`src/rtl/sdram_port_arbiter.sv`:
```
// Two-client arbiter in front of the SDRAM controller: one operation in flight,
// bounded client-0 priority, and a watchdog that aborts unacknowledged operations.
module sdram_port_arbiter #(
    parameter int ADDR_W     = 32,
    parameter int DATA_W     = 16,
    parameter int MAX_CONSEC = 4,
    parameter int TIMEOUT    = 255
) (
    input  logic              clk,
    input  logic              reset,
    input  logic              c0_req,
    input  logic [ADDR_W-1:0] c0_addr,
    output logic [DATA_W-1:0] c0_rdata,
    output logic              c0_ack,
    input  logic              c1_req,
    input  logic              c1_we,
    input  logic [ADDR_W-1:0] c1_addr,
    input  logic [DATA_W-1:0] c1_wdata,
    output logic [DATA_W-1:0] c1_rdata,
    output logic              c1_ack,
    output logic              mem_wr,
    output logic [ADDR_W-1:0] mem_waddr,
    output logic [DATA_W-1:0] mem_wdata,
    input  logic              mem_wack,
    output logic              mem_rd,
    output logic [ADDR_W-1:0] mem_raddr,
    input  logic [DATA_W-1:0] mem_rdata,
    input  logic              mem_rack,
    output logic              timeout_err,
    input  logic              err_clr,
    output logic              busy
);
    localparam int CW = $clog2(MAX_CONSEC + 1);
    localparam int TW = $clog2(TIMEOUT + 1);

    typedef enum logic [1:0] {IDLE, WAIT, RESP} state_t;

    state_t        state, state_nxt;
    logic          owner;      // 1 = client 1 holds the current operation
    logic          op_we;
    logic [CW-1:0] consec0;
    logic [TW-1:0] tcnt;
    logic          grant0, grant1, done, abort;

    always_ff @(posedge clk or posedge reset) begin
        if (reset) state <= IDLE;
        else       state <= state_nxt;
    end

    always_comb begin
        state_nxt = state;
        case (state)
            IDLE:    if (grant0 || grant1) state_nxt = WAIT;
            WAIT:    if (done || abort)    state_nxt = RESP;
            default: state_nxt = IDLE;
        endcase
    end

    // Decoded control; only the acknowledge matching the operation type counts,
    // and a matching acknowledge on the final timeout cycle still completes normally.
    always_comb begin
        grant1 = (state == IDLE) && c1_req && (!c0_req || consec0 == CW'(MAX_CONSEC));
        grant0 = (state == IDLE) && c0_req && !grant1;
        done   = (state == WAIT) && (op_we ? mem_wack : mem_rack);
        abort  = (state == WAIT) && !done && (tcnt == TW'(TIMEOUT - 1));
    end

    always_ff @(posedge clk or posedge reset) begin
        if (reset) begin
            owner       <= 1'b0;
            op_we       <= 1'b0;
            consec0     <= '0;
            tcnt        <= '0;
            mem_rd      <= 1'b0;
            mem_wr      <= 1'b0;
            mem_raddr   <= '0;
            mem_waddr   <= '0;
            mem_wdata   <= '0;
            c0_rdata    <= '0;
            c1_rdata    <= '0;
            c0_ack      <= 1'b0;
            c1_ack      <= 1'b0;
            timeout_err <= 1'b0;
            busy        <= 1'b0;
        end else begin
            c0_ack <= (done || abort) && !owner;
            c1_ack <= (done || abort) && owner;
            busy   <= (state_nxt != IDLE);

            if (state == IDLE) begin
                tcnt <= '0;
                if (grant1) begin
                    owner   <= 1'b1;
                    op_we   <= c1_we;
                    consec0 <= '0;
                    if (c1_we) begin
                        mem_wr    <= 1'b1;
                        mem_waddr <= c1_addr;
                        mem_wdata <= c1_wdata;
                    end else begin
                        mem_rd    <= 1'b1;
                        mem_raddr <= c1_addr;
                    end
                end else if (grant0) begin
                    owner     <= 1'b0;
                    op_we     <= 1'b0;
                    mem_rd    <= 1'b1;
                    mem_raddr <= c0_addr;
                    if (!c1_req)
                        consec0 <= '0;
                    else if (consec0 != CW'(MAX_CONSEC))
                        consec0 <= consec0 + CW'(1);
                end else if (!c1_req) begin
                    consec0 <= '0;
                end
            end

            if (state == WAIT) begin
                tcnt <= tcnt + TW'(1);
                if (done || abort) begin
                    mem_rd <= 1'b0;
                    mem_wr <= 1'b0;
                end
                if (done && !op_we) begin
                    if (owner) c1_rdata <= mem_rdata;
                    else       c0_rdata <= mem_rdata;
                end else if (abort) begin
                    if (owner) c1_rdata <= '0;
                    else       c0_rdata <= '0;
                end
            end

            if (abort)        timeout_err <= 1'b1;
            else if (err_clr) timeout_err <= 1'b0;
        end
    end
endmodule

```
`config.mk`:
```
export PLATFORM = sky130hd
export DESIGN_NAME = sdram_port_arbiter
export DESIGN_NICKNAME = d
export VERILOG_FILES = /design/src/rtl/sdram_port_arbiter.sv
export SDC_FILE = /design/constraint.sdc
export NUM_CORES = 1
export LEC_CHECK = 0
export BUFFER_PORTS_ARGS = -buffer_cell sky130_fd_sc_hd__buf_2
export CAP_MARGIN = 20
export CELL_PAD_IN_SITES_DETAIL_PLACEMENT = 1
export CELL_PAD_IN_SITES_GLOBAL_PLACEMENT = 2
export CORE_MARGIN = 4
export CORE_UTILIZATION = 27
export CTS_CLUSTER_DIAMETER = 200
export DETAILED_ROUTE_END_ITERATION = 10
export PLACE_DENSITY = 0.72
export SLEW_MARGIN = 10
export SYNTH_ARGS = -nofsm -noshare
export SYNTH_HDL_FRONTEND = slang
export SYNTH_SLANG_ARGS = --single-unit
```
`constraint.sdc`:
```
create_clock -name clk -period 4.75 [get_ports clk]
set_input_delay 0.95 -clock clk [delete_from_list [all_inputs] [get_ports clk]]
set_output_delay 0.95 -clock clk [all_outputs]
set_load 0.03 [all_outputs]
```
==> metrics.md, run 1 <==
| Metric | Value |
|---|---|
| Switching power of the nets | 2560 µW |
| Count of vias placed by the detailed router | 4284 |
| Run status | complete, no violations |
| Critical-path maximum fanout | 66 |
| Violation count after the first detailed-routing iteration | between 150 and 200 |
| Die area | 22900 µm² |
| Ratio of routed vias to standard cells | around 4.6 |
| Nets | 748 |
| Clock latency on the worst-skew pair | a little over 0.4 ns |
| Avg WL per Cell | ~17 µm |
| Level count of the clock H-tree | 4 |
| Register area share after synthesis | about three fifths |
| Number of buffers added to fix hold violations after cts | 0 |
| Total Neg Setup Slack | 0 ns |
| Width of the chip | about 150 µm |
| GRT Total Usage | approximately 14% |
| Slowest stage delay, CP | about 0.58 ns |
| Mean post-synth cell area | ~13 µm² |
| Non-filler instance count after layout | between 900 and 1000 |
| Largest net degree at the start of global routing | about 110 |
| Buffers inserted during post-CTS setup optimization | 0 |
| Drt total wl | ~16 mm |
| Cell-internal power | about 3200 µW |
| Share of the clock period used by the worst path | 45.7% |
| Signed area change from the synthesized netlist to the final layout | 35.1% |
| Flop pwr share | about a third |
| DRT antenna net count | 0 |
| Clock Tree Buf Depth | 2 |
| Die height | roughly 150 µm |
| Number of instances resized during post-cts repair | 0 |
| Warnings, synthesis | 0 |
| Clock period minus worst slack | ~2.2 ns |
| GRT Residual Overflow | 0 |
| Num Clock Sinks | roughly 130 |
| Power per cell area | about 770 nW/µm² |
| HPWL after DPL | approximately 12 mm |
| Placement Cell Area | ~6900 µm² |
| Lkg Pwr | 0.00372 µW |
| Switching part of the total | between 40% and 50% |
| Fmax | between 400 and 500 MHz |
| Number of buffers inserted by port buffering | around 220 |
| Crit path launch type | input port |
| Clock tree from TritonCTS | done |
| Final total power | 5750 µW |
| Part of the power in combinational logic | 44.3% |
| Core region area | 20200 µm² |
| Number of detailed-routing iterations run before antenna repair | 4 |
| Number of buffers added by the clock tree synthesis step | 17 |
| Setup repair after global routing missed its margin | no |
| Max Cap Viol | 0 |
| Number of library cell types mapped by synthesis | 39 |
| Endpoint kind of the worst setup timing path | flop |
| Vias in the first global route | roughly 4700 |
| Worst min-delay path category | input port to async pin |
| Kind of cell adding the most delay to the critical path | compound AO/OA/AOI/OAI gates |
| Drc violations | 0 |
| Ratio of cells with drive above 1 in the final layout | 49.0% |
| Worst supply voltage drop on vdd | ~0.29 mV |
| Worst Max-Slew Pin Slew | approximately 0.73 ns |
| Initial standard-cell utilization of the core | 27.4% |
| Number of hold violations in the final report | 0 |
| Cell-by-cell trace of the critical path | buf_2 -> a21bo_2 -> a311oi_4 -> buf_4 -> nor2_1 -> a21oi_1 |
| Top-Level Pins | 222 |
| Portion of total power attributed to the clock network | around 22% |
| Cell area after layout | around 7500 µm² |
| Register clock-pin slew on the reported worst setup and hold paths | around 0.060 ns |
| Final RePlAce weighted congestion | about 0.77 |
| Worst slew margin | between 50% and 60% |
| Count of final max-slew check failures | 0 |
| Count of filler cells inserted in the layout | ~2200 |
| Setup Viol. Count Final | 0 |
| Commonest cells after routing, fill and taps aside | 221 x buf_2, 133 x dfrtp_1, 42 x mux2_2 |
| Most common cell after layout, fill and taps aside | buf_2 |
| Gate count after technology mapping | 420 |
| Cell at the slowest stage of the critical path | buf_4 |
| Buffers and inverters on the worst path | 2 |
| Synth Register Bits | around 130 |
| Antenna violations before repair | 0 |
| ANT cells | 0 |
| Count of standard-cell rows | 52 |
| Number of cells after detailed placement | between 800 and 900 |
| Worst Hold Slack | ~0.48 ns |
| Net count after synthesis | around 530 |
| Critical Path RT | between 5 and 6 ns |
| Crit path arrival time | 2.50 ns |
| Root buffer cell | clkbuf_16 |
| First-pass GRT wire length | 25.1 mm |
| Netlist Area Pre-Place | 5540 µm² |
| Worst Clk Skew | 0.00808 ns |
| Category of the most critical setup path | input port to flop |
[area by class of cell]
type	count	area [µm²]	share of cell area (%)
sequential	133	3330	44.5
multi-input combinational	253	2040	27.3
timing repair buffer	227	1170	15.7
clock buffer	20	447	5.97
tap	270	338	4.52
clock inverter	12	121	1.62
inverter	8	35.0	0.468
[power by group through the flow]
stage               combinational [µW]  clock (µW)  sequential [µW]
floorplan                          855           0             2870
global placement                  2540           0             1930
detailed placement                2590           0             1960
CTS                               2590        1320             1940
global route                      2740        1380             2010
finish                            2540        1270             1930
[Yosys cell counts]
master    count  area [µm²]
dfrtp_1     133        3330
nand2_1      11        41.3
or2_2         1        6.26
a21oi_2       7        61.3
o21bai_2      1        11.3
or2_1         1        6.26
nand3_1       6        30.0
xnor2_1       3        26.3
buf_4         8        60.1
mux2i_1      32         320
a21oi_1      29         145
o21ai_0      10        50.1
nor2_4        2        22.5
and2_1        2        12.5
nand4_1       1        6.26
a311oi_2      1        15.0
a21bo_2       1        10.0
nor3_4        1        16.3
nor2_2        1        6.26
nand3b_1      1        7.51
nand4_4       1        21.3
nor3b_1       1        7.51
o211ai_4      2        42.5
a22o_1        2        17.5
ha_1          4        50.1
mux2_1        6        67.6
nor2b_1       2        12.5
nor2_1       40         150
buf_6         3        33.8
clkbuf_1      5        18.8
buf_2        10        50.1
mux2_2       42         473
o22ai_1       1        6.26
nor4_1        1        6.26
inv_1         8        30.0
nand2b_1      2        12.5
a21o_1        2        15.0
nor3_1        4        20.0
a32o_1       32         320
[metal layers]
metal	vias to the layer above	part of all wire (%)	GRT usage, %
met4	0	1.5	5.08
met3	19	8.0	4.64
li1	1969	-	-
met5	-	0	0
met2	159	50	23.2
met1	2137	41	17.2
[registers in the layout (all words and copies together), names as in the netlist]
register     cells
c1_ack           1
owner            1
c0_rdata        16
state            2
mem_rd           1
mem_waddr       32
consec0          3
timeout_err      1
mem_wdata       16
c1_rdata        16
op_we            1
busy             1
mem_wr           1
tcnt             8
c0_ack           1
mem_raddr       32
[logic make-up after synthesis]
kind of cell             after synthesis  synth area share (%)
adder cells (fa/ha/maj)                4                 0.904
AND/OR/NAND/NOR                       78                  6.96
AO/OA/AOI/OAI                         88                  12.5
flip-flops                           133                  60.1
buffers and inverters                 34                  3.48
XOR/XNOR                               3                 0.475
multiplexers                          80                  15.5
[metrics by stage]
stage | utilization [%] | setup WS (ns)
after global placement | 34.0 | 2.14
after floorplan | - | 0.246
after detailed placement | 34.0 | 1.97
after global routing | 37.0 | 2.40
after CTS | 36.8 | 2.40
final | 37.0 | 2.58
[worst paths after layout]
path,to,slack [ns],cells after the start,start
setup / recovery,mem_raddr[21]$_DFFE_PP0P_,2.58,6,c0_req
max in group asynchronous,mem_wdata[6]$_DFFE_PP0P_,3.19,4,reset
hold / removal,mem_waddr[22]$_DFFE_PP0P_,0.48,2,reset
setup reg to reg,mem_raddr[21]$_DFFE_PP0P_,2.61,5,state[1]$_DFF_PP0_
hold reg to reg,c0_rdata[15]$_DFFE_PP0P_,0.48,1,c0_rdata[15]$_DFFE_PP0P_
min in group clk,c0_rdata[15]$_DFFE_PP0P_,0.48,1,c0_rdata[15]$_DFFE_PP0P_
(Power assumes the default switching activity.)
==> run 2: changes to the inputs <==
Settings changed: ABC_AREA set to 1, PLACE_DENSITY 0.72 to 0.76.
Clock period 4.75 ns to 2 ns, I/O delays scaled along.
==> run 2 against run 1 <==
First-iteration DRC count decreased by 5.7%; register-to-register slack got worse by 2.3 ns; utilization increased by 0.89 points; final area increased by 3.7%; synthesized cell count grew 59%; cell count grew 27%; combinational power grew 150%; sequential power is 140% higher; via count up 20%; highest routed layer is now met5.
==> metrics.md, run 2 <==
| Metric | Value |
|---|---|
| Setup Viol. Count Final | 0 |
| Count of vias placed by the detailed router | approximately 5000 |
| Worst min-delay path category | input port to flop |
| Number of buffers inserted by port buffering | 221 |
| Die area | 23400 µm² |
| Power per cell area | between 1500 and 2000 nW/µm² |
| Ratio of routed vias to standard cells | between 4 and 5 |
| Share of the synthesized area in the top cell type | 58.6% |
| DRT antenna net count | 0 |
| Crit path launch type | flop |
| Top-Level Pins | ~220 |
| Number of library cell types mapped by synthesis | 26 |
| Drt total wl | 18.5 mm |
| Violation count after the first detailed-routing iteration | 150 |
| HPWL after DPL | ~14 mm |
| GRT Total Usage | between 10% and 20% |
| Non-filler instance count after layout | 1175 |
| Gate count after technology mapping | roughly 670 |
| Die height | between 150 and 200 µm |
| Worst slew margin | approximately 69% |
| Critical Path RT | 2.35 ns |
| Category of the most critical setup path | flop to flop |
| Width of the chip | around 150 µm |
| Cell at the slowest stage of the critical path | dfrtp_1 |
| Avg WL per Cell | about 16 µm |
| ANT cells | 0 |
| Clock Tree Buf Depth | 2 |
| Top flop regs | mem_raddr: 32 flops, mem_waddr: 32 flops |
| Netlist Area Pre-Place | between 5000 and 6000 µm² |
| Async set-reset flop share out of synthesis | between 90% and 100% |
| Clock tree from TritonCTS | done |
| List of most frequent post-synthesis cells | 287 x nand2_1, 133 x dfrtp_1, 57 x o21ai_0, 56 x inv_1, 53 x nand3_1 |
| Endpoint kind of the worst setup timing path | flop |
| GRT Residual Overflow | 0 |
| Number of cells after detailed placement | roughly 1100 |
| Net count after synthesis | around 780 |
| Share of the clock period used by the worst path | 86.3% |
| Critical-path maximum fanout | 32 |
| Yosys top cell by area | dfrtp_1 |
| Antenna violations before repair | 2 |
| Vias in the first global route | ~5400 |
| Number of detailed-routing iterations run before antenna repair | 4 |
| Number of enable flip-flop cells after synthesis | 0 |
| Count of final max-slew check failures | 0 |
| Worst supply voltage drop on vdd | ~0.7 mV |
| Largest net degree at the start of global routing | 71 |
| Total Neg Setup Slack | 0 ns |
| Mean post-synth cell area | between 8 and 9 µm² |
| Final RePlAce weighted congestion | ~0.76 |
| Drc violations | 0 |
| Clock latency on the worst-skew pair | 0.42 ns |
| Number of buffers added to fix hold violations after cts | 1 |
| Slowest stage delay, CP | approximately 0.34 ns |
| Signed area change from the synthesized netlist to the final layout | 36.6% |
| Number of buffers added by the clock tree synthesis step | 17 |
| Worst Max-Slew Pin Slew | 0.466 ns |
| Most common cell after layout, fill and taps aside | nand2_1 |
| Synth Register Bits | around 130 |
| Run status | complete, no violations |
| Core region area | slightly above 20000 µm² |
| Cell-by-cell trace of the critical path | inv_1 -> ha_1 -> nand2_1 -> nand2_1 -> inv_1 -> nor2_8 -> nand2_4 -> nand2_8 -> inv_4 -> nand2_1 -> nand2_1 |
| Buffers inserted during post-CTS setup optimization | 0 |
| Crit path arrival time | approximately 2.1 ns |
| Clock period minus worst slack | 1.73 ns |
| Nets | 1000 |
| Commonest cells after routing, fill and taps aside | 286 x nand2_1, 221 x buf_2, 133 x dfrtp_1 |
| Number of hold violations in the final report | 0 |
| Ratio of cells with drive above 1 in the final layout | between 30% and 40% |
| Lkg Pwr | approximately 0.0044 µW |
| Level count of the clock H-tree | 4 |
| Register clock-pin slew on the reported worst setup and hold paths | roughly 0.06 ns |
| Initial standard-cell utilization of the core | 27.7% |
| Top cell by count, worst path | nand2_1 |
| Most frequently used cell type in the post-synthesis netlist | nand2_1 |
| Count of standard-cell rows | 52 |
| Fmax | approximately 580 MHz |
| Final total power | between 10000 and 15000 µW |
| Max Cap Viol | 0 |
| Num Clock Sinks | about 130 |
| Register area share after synthesis | 58.6% |
| Worst Clk Skew | around 0.011 ns |
| Warnings, synthesis | 0 |
| Cells taking the most area after synthesis | dfrtp_1 59%, nand2_1 19%, o21ai_0 5.0% |
| Setup repair after global routing missed its margin | no |
| Most instantiated flip-flop cell in the synthesis netlist | dfrtp_1 |
| Root buffer cell | clkbuf_16 |
| First-pass GRT wire length | roughly 30 mm |
| Number of instances resized during post-cts repair | 0 |
[run 2: layout make-up]
type / instances / area, µm²
clock inverter: 9 / 149
clock buffer: 23 / 478
fill: 2561 / 12700
timing repair buffer: 237 / 1290
tap: 270 / 338
multi-input combinational: 445 / 1950
sequential: 133 / 3330
inverter: 58 / 224
[run 2: logic make-up (layout without fill, tap and decap cells)]
logic type	after synthesis	in the layout	synth area share, %
buf+inv	91	327	7.20
flops	133	133	58.6
fa+ha+maj	4	4	0.881
simple gates	358	358	25.8
xor+xnor	2	2	0.308
compound gates	81	81	7.20
[run 2: power by group]
group	switching [µW]	internal [µW]	total [µW]
registers	665	3910	4580
logic	4600	1720	6320
clock network	1180	2180	3360
total	6440	7810	14300
[run 2: worst paths after layout]
path | startpoint | end | slack (ns) | depth (start not counted)
max | consec0[0]$_DFFE_PP0P_ | mem_raddr[5]$_DFFE_PP0P_ | 0.27 | 11
min | err_clr | timeout_err$_DFFE_PP0P_ | 0.18 | 2
max reg2reg | consec0[0]$_DFFE_PP0P_ | mem_raddr[5]$_DFFE_PP0P_ | 0.27 | 11
min reg2reg | c1_rdata[4]$_DFFE_PP0P_ | c1_rdata[4]$_DFFE_PP0P_ | 0.47 | 2
max in group asynchronous | reset | mem_waddr[0]$_DFFE_PP0P_ | 0.78 | 4
min in group asynchronous | reset | mem_wdata[9]$_DFFE_PP0P_ | 0.55 | 3
[run 2: stage by stage]
| step | hold slack, ns | setup slack [ns] | util (%) | area, µm² |
|---|---|---|---|---|
| after floorplan | 0.488 | -0.0512 | - | 5690 |
| after global placement | 0.450 | 0.281 | 34.8 | 7120 |
| after detailed placement | 0.455 | 0.247 | 34.8 | 7120 |
| after CTS | 0.163 | 0.243 | 37.9 | 7760 |
| after global routing | 0.188 | 0.0900 | 37.9 | 7760 |
| final | 0.178 | 0.274 | 37.9 | 7760 |
[run 2: metal layers]
| layer | GRT usage [%] | wire length (µm) | vias up |
|---|---|---|---|
| met5 | 0 | 14 | - |
| met4 | 4.37 | 229 | 4 |
| met3 | 6.22 | 1520 | 21 |
| met2 | 25.3 | 8620 | 159 |
| met1 | 19.9 | 8150 | 2411 |
| li1 | - | - | 2539 |
[run 2: critical path, delay by kind of cell (launching register included)]
family        cells  cell delay (ns)
fa+ha+maj         1             0.19
flops             1             0.34
simple gates      7             0.59
buf+inv           3             0.53
==> run 3: changes to the inputs <==
Settings changed: MAX_ROUTING_LAYER set to met4.
==> run 3 against run 2 <==
Utilization is essentially flat; die area is the same; critical path depth is the same; non-clock buffer count is the same; cell count grew 0.17%.
==> metrics.md, run 3 (synthesized netlist as in run 2, its figures left out) <==
| Metric | Value |
|---|---|
| Run status | complete, no violations |
| Signed area change from the synthesized netlist to the final layout | 36.7% |
| GRT Residual Overflow | 0 |
| Worst slew margin | between 60% and 70% |
| Critical Path RT | between 2 and 2.5 ns |
| Register clock-pin slew on the reported worst setup and hold paths | 0.06 ns |
| Largest net degree at the start of global routing | 71 |
| Max Cap Viol | 0 |
| Clock Tree Buf Depth | 2 |
| Number of cells after detailed placement | roughly 1100 |
| Final RePlAce weighted congestion | approximately 0.77 |
| Clock tree from TritonCTS | done |
| Num Clock Sinks | between 100 and 150 |
| Violation count after the first detailed-routing iteration | roughly 170 |
| Critical-path maximum fanout | 32 |
| Kind of cell adding the most delay to the critical path | simple AND/OR/NAND/NOR gates |
| Part of the power in combinational logic | roughly 44% |
| Global routing's busiest layer | met2 |
| Ratio of cells with drive above 1 in the final layout | 30.2% |
| Met3 layer usage reported by global route | 5.71% |
| Number of detailed-routing iterations run before antenna repair | 6 |
| Die area | about 23000 µm² |
| Number of instances resized during post-cts repair | 0 |
| Lkg Pwr | 0.00444 µW |
| Drt total wl | 18.5 mm |
| Top-Level Pins | around 220 |
| Vias in the first global route | approximately 5400 |
| Placement Cell Area | about 7100 µm² |
| Worst Max-Slew Pin Slew | between 0.4 and 0.5 ns |
| Fmax | between 500 and 600 MHz |
| Worst Hold Slack | ~0.18 ns |
| Crit path arrival time | between 2 and 2.5 ns |
| Number of hold violations in the final report | 0 |
| Switching power of the nets | around 6400 µW |
| Worst supply voltage drop on vdd | just under 0.7 mV |
| Non-filler instance count after layout | 1177 |
| Top flop regs | mem_raddr: 32 flops, mem_waddr: 32 flops |
| First-pass GRT wire length | between 20 and 30 mm |
| Number of buffers added by the clock tree synthesis step | 17 |
| Worst hold path startpoint | err_clr |
| Die height | 153 µm |
| Global routing met2 resource utilization | 25.5% |
| Initial standard-cell utilization of the core | around 28% |
| Worst setup slack before clock tree synthesis | roughly 0.25 ns |
| Flop pwr share | 32.2% |
| Setup Viol. Count Final | 0 |
| HPWL after DPL | 13.6 mm |
| Count of standard-cell rows | 52 |
| Most common cell after layout, fill and taps aside | nand2_1 |
| Count of vias placed by the detailed router | roughly 5000 |
| Level count of the clock H-tree | 4 |
| Startpoint of the most critical register-to-register path | consec0[0]$_DFFE_PP0P_ |
| Avg WL per Cell | around 16 µm |
| Cell-by-cell trace of the critical path | inv_1 -> ha_1 -> nand2_1 -> nand2_1 -> inv_1 -> nor2_8 -> nand2_4 -> nand2_8 -> inv_4 -> nand2_1 -> nand2_1 |
| Number of buffers inserted by port buffering | approximately 220 |
| Final core utilization | between 30% and 40% |
| Drc violations | 0 |
| Antenna violations before repair | 2 |
| Cell area after layout | about 7800 µm² |
| Ratio of routed vias to standard cells | 4.35 |
| Switching part of the total | 45.2% |
| Width of the chip | ~150 µm |
| Fraction of met1 tracks used by global routing | about a fifth |
| DRT antenna net count | 0 |
| Top cell by count, worst path | nand2_1 |
| Power per cell area | around 1800 nW/µm² |
| Slowest stage delay, CP | roughly 0.34 ns |
| Buffers and inverters on the worst path | 3 |
| Root buffer cell | clkbuf_16 |
| Worst path setup slack after routing | about 0.27 ns |
| Count of final max-slew check failures | 0 |
| Share of the clock period used by the worst path | 86.6% |
| Endpoint kind of the worst setup timing path | flop |
| Worst min-delay path category | input port to flop |
| Cell at the slowest stage of the critical path | dfrtp_1 |
| Cell-internal power | 7810 µW |
| Clock latency on the worst-skew pair | around 0.42 ns |
| GRT Total Usage | ~16% |
| Category of the most critical setup path | flop to flop |
| Core region area | 20500 µm² |
| Nets | 1000 |
| Worst Clk Skew | around 0.011 ns |
| Commonest cells after routing, fill and taps aside | 286 x nand2_1, 221 x buf_2, 133 x dfrtp_1 |
| Clock period minus worst slack | approximately 1.7 ns |
| Critical path launch point | consec0[0]$_DFFE_PP0P_ |
| Portion of total power attributed to the clock network | 23.5% |
| Setup repair after global routing missed its margin | no |
| Crit path launch type | flop |
-- run 3: changes by cell type in the layout (fill, tap and decap cells not counted), sizes merged --
cell	change
diode	+2
-- run 3: final timing paths --
path / end / slack (ns) / depth (start not counted)
setup / recovery: mem_raddr[23]$_DFFE_PP0P_ / 0.27 / 11
hold / removal: timeout_err$_DFFE_PP0P_ / 0.18 / 2
setup reg to reg: mem_raddr[23]$_DFFE_PP0P_ / 0.27 / 11
hold reg to reg: c1_rdata[4]$_DFFE_PP0P_ / 0.46 / 2
max in group asynchronous: mem_rd$_DFF_PP0_ / 0.78 / 4
min in group asynchronous: mem_wdata[9]$_DFFE_PP0P_ / 0.55 / 3
-- run 3: per-layer routing --
| metal | up-vias | share of wire [%] |
|---|---|---|
| met5 | - | 0 |
| met4 | 0 | 1.3 |
| met3 | 17 | 7.4 |
| met2 | 157 | 47 |
| met1 | 2405 | 45 |
| li1 | 2543 | - |
-- run 3: repair_timing --
action | in CTS | in global routing
hold buffers | 1 | 0
setup endpoints to repair | 0 | 0
buffers inserted | 0 | 0
hold endpoints to repair | 9 | 0
-- run 3: cell type report --
cell class | instances | area (µm²)
fillers | 2557 | 12700
flip-flops and latches | 133 | 3330
multi-input cells | 445 | 1950
repair buffers | 237 | 1290
clock buffers | 23 | 478
well taps | 270 | 338
inverters | 58 | 224
clock inverters | 9 | 149
diodes | 2 | 5.00
-- run 3: power by group through the flow --
stage | combinational (µW) | sequential [µW] | clock, µW
6_report | 6310 | 4580 | 3350
5_1_grt | 6910 | 4760 | 3570
4_1_cts | 6450 | 4600 | 3450
3_5_place_dp | 6440 | 4620 | 0
3_3_place_gp | 6370 | 4610 | 0
2_1_floorplan | 2080 | 6810 | 0
-- run 3: metrics by stage --
stage                     power, µW  TNS [ns]
final                         14200         0
after global routing          15200         0
after global placement        11000         0
after floorplan                8880     -6.81
after CTS                     14500         0
after detailed placement      11100         0
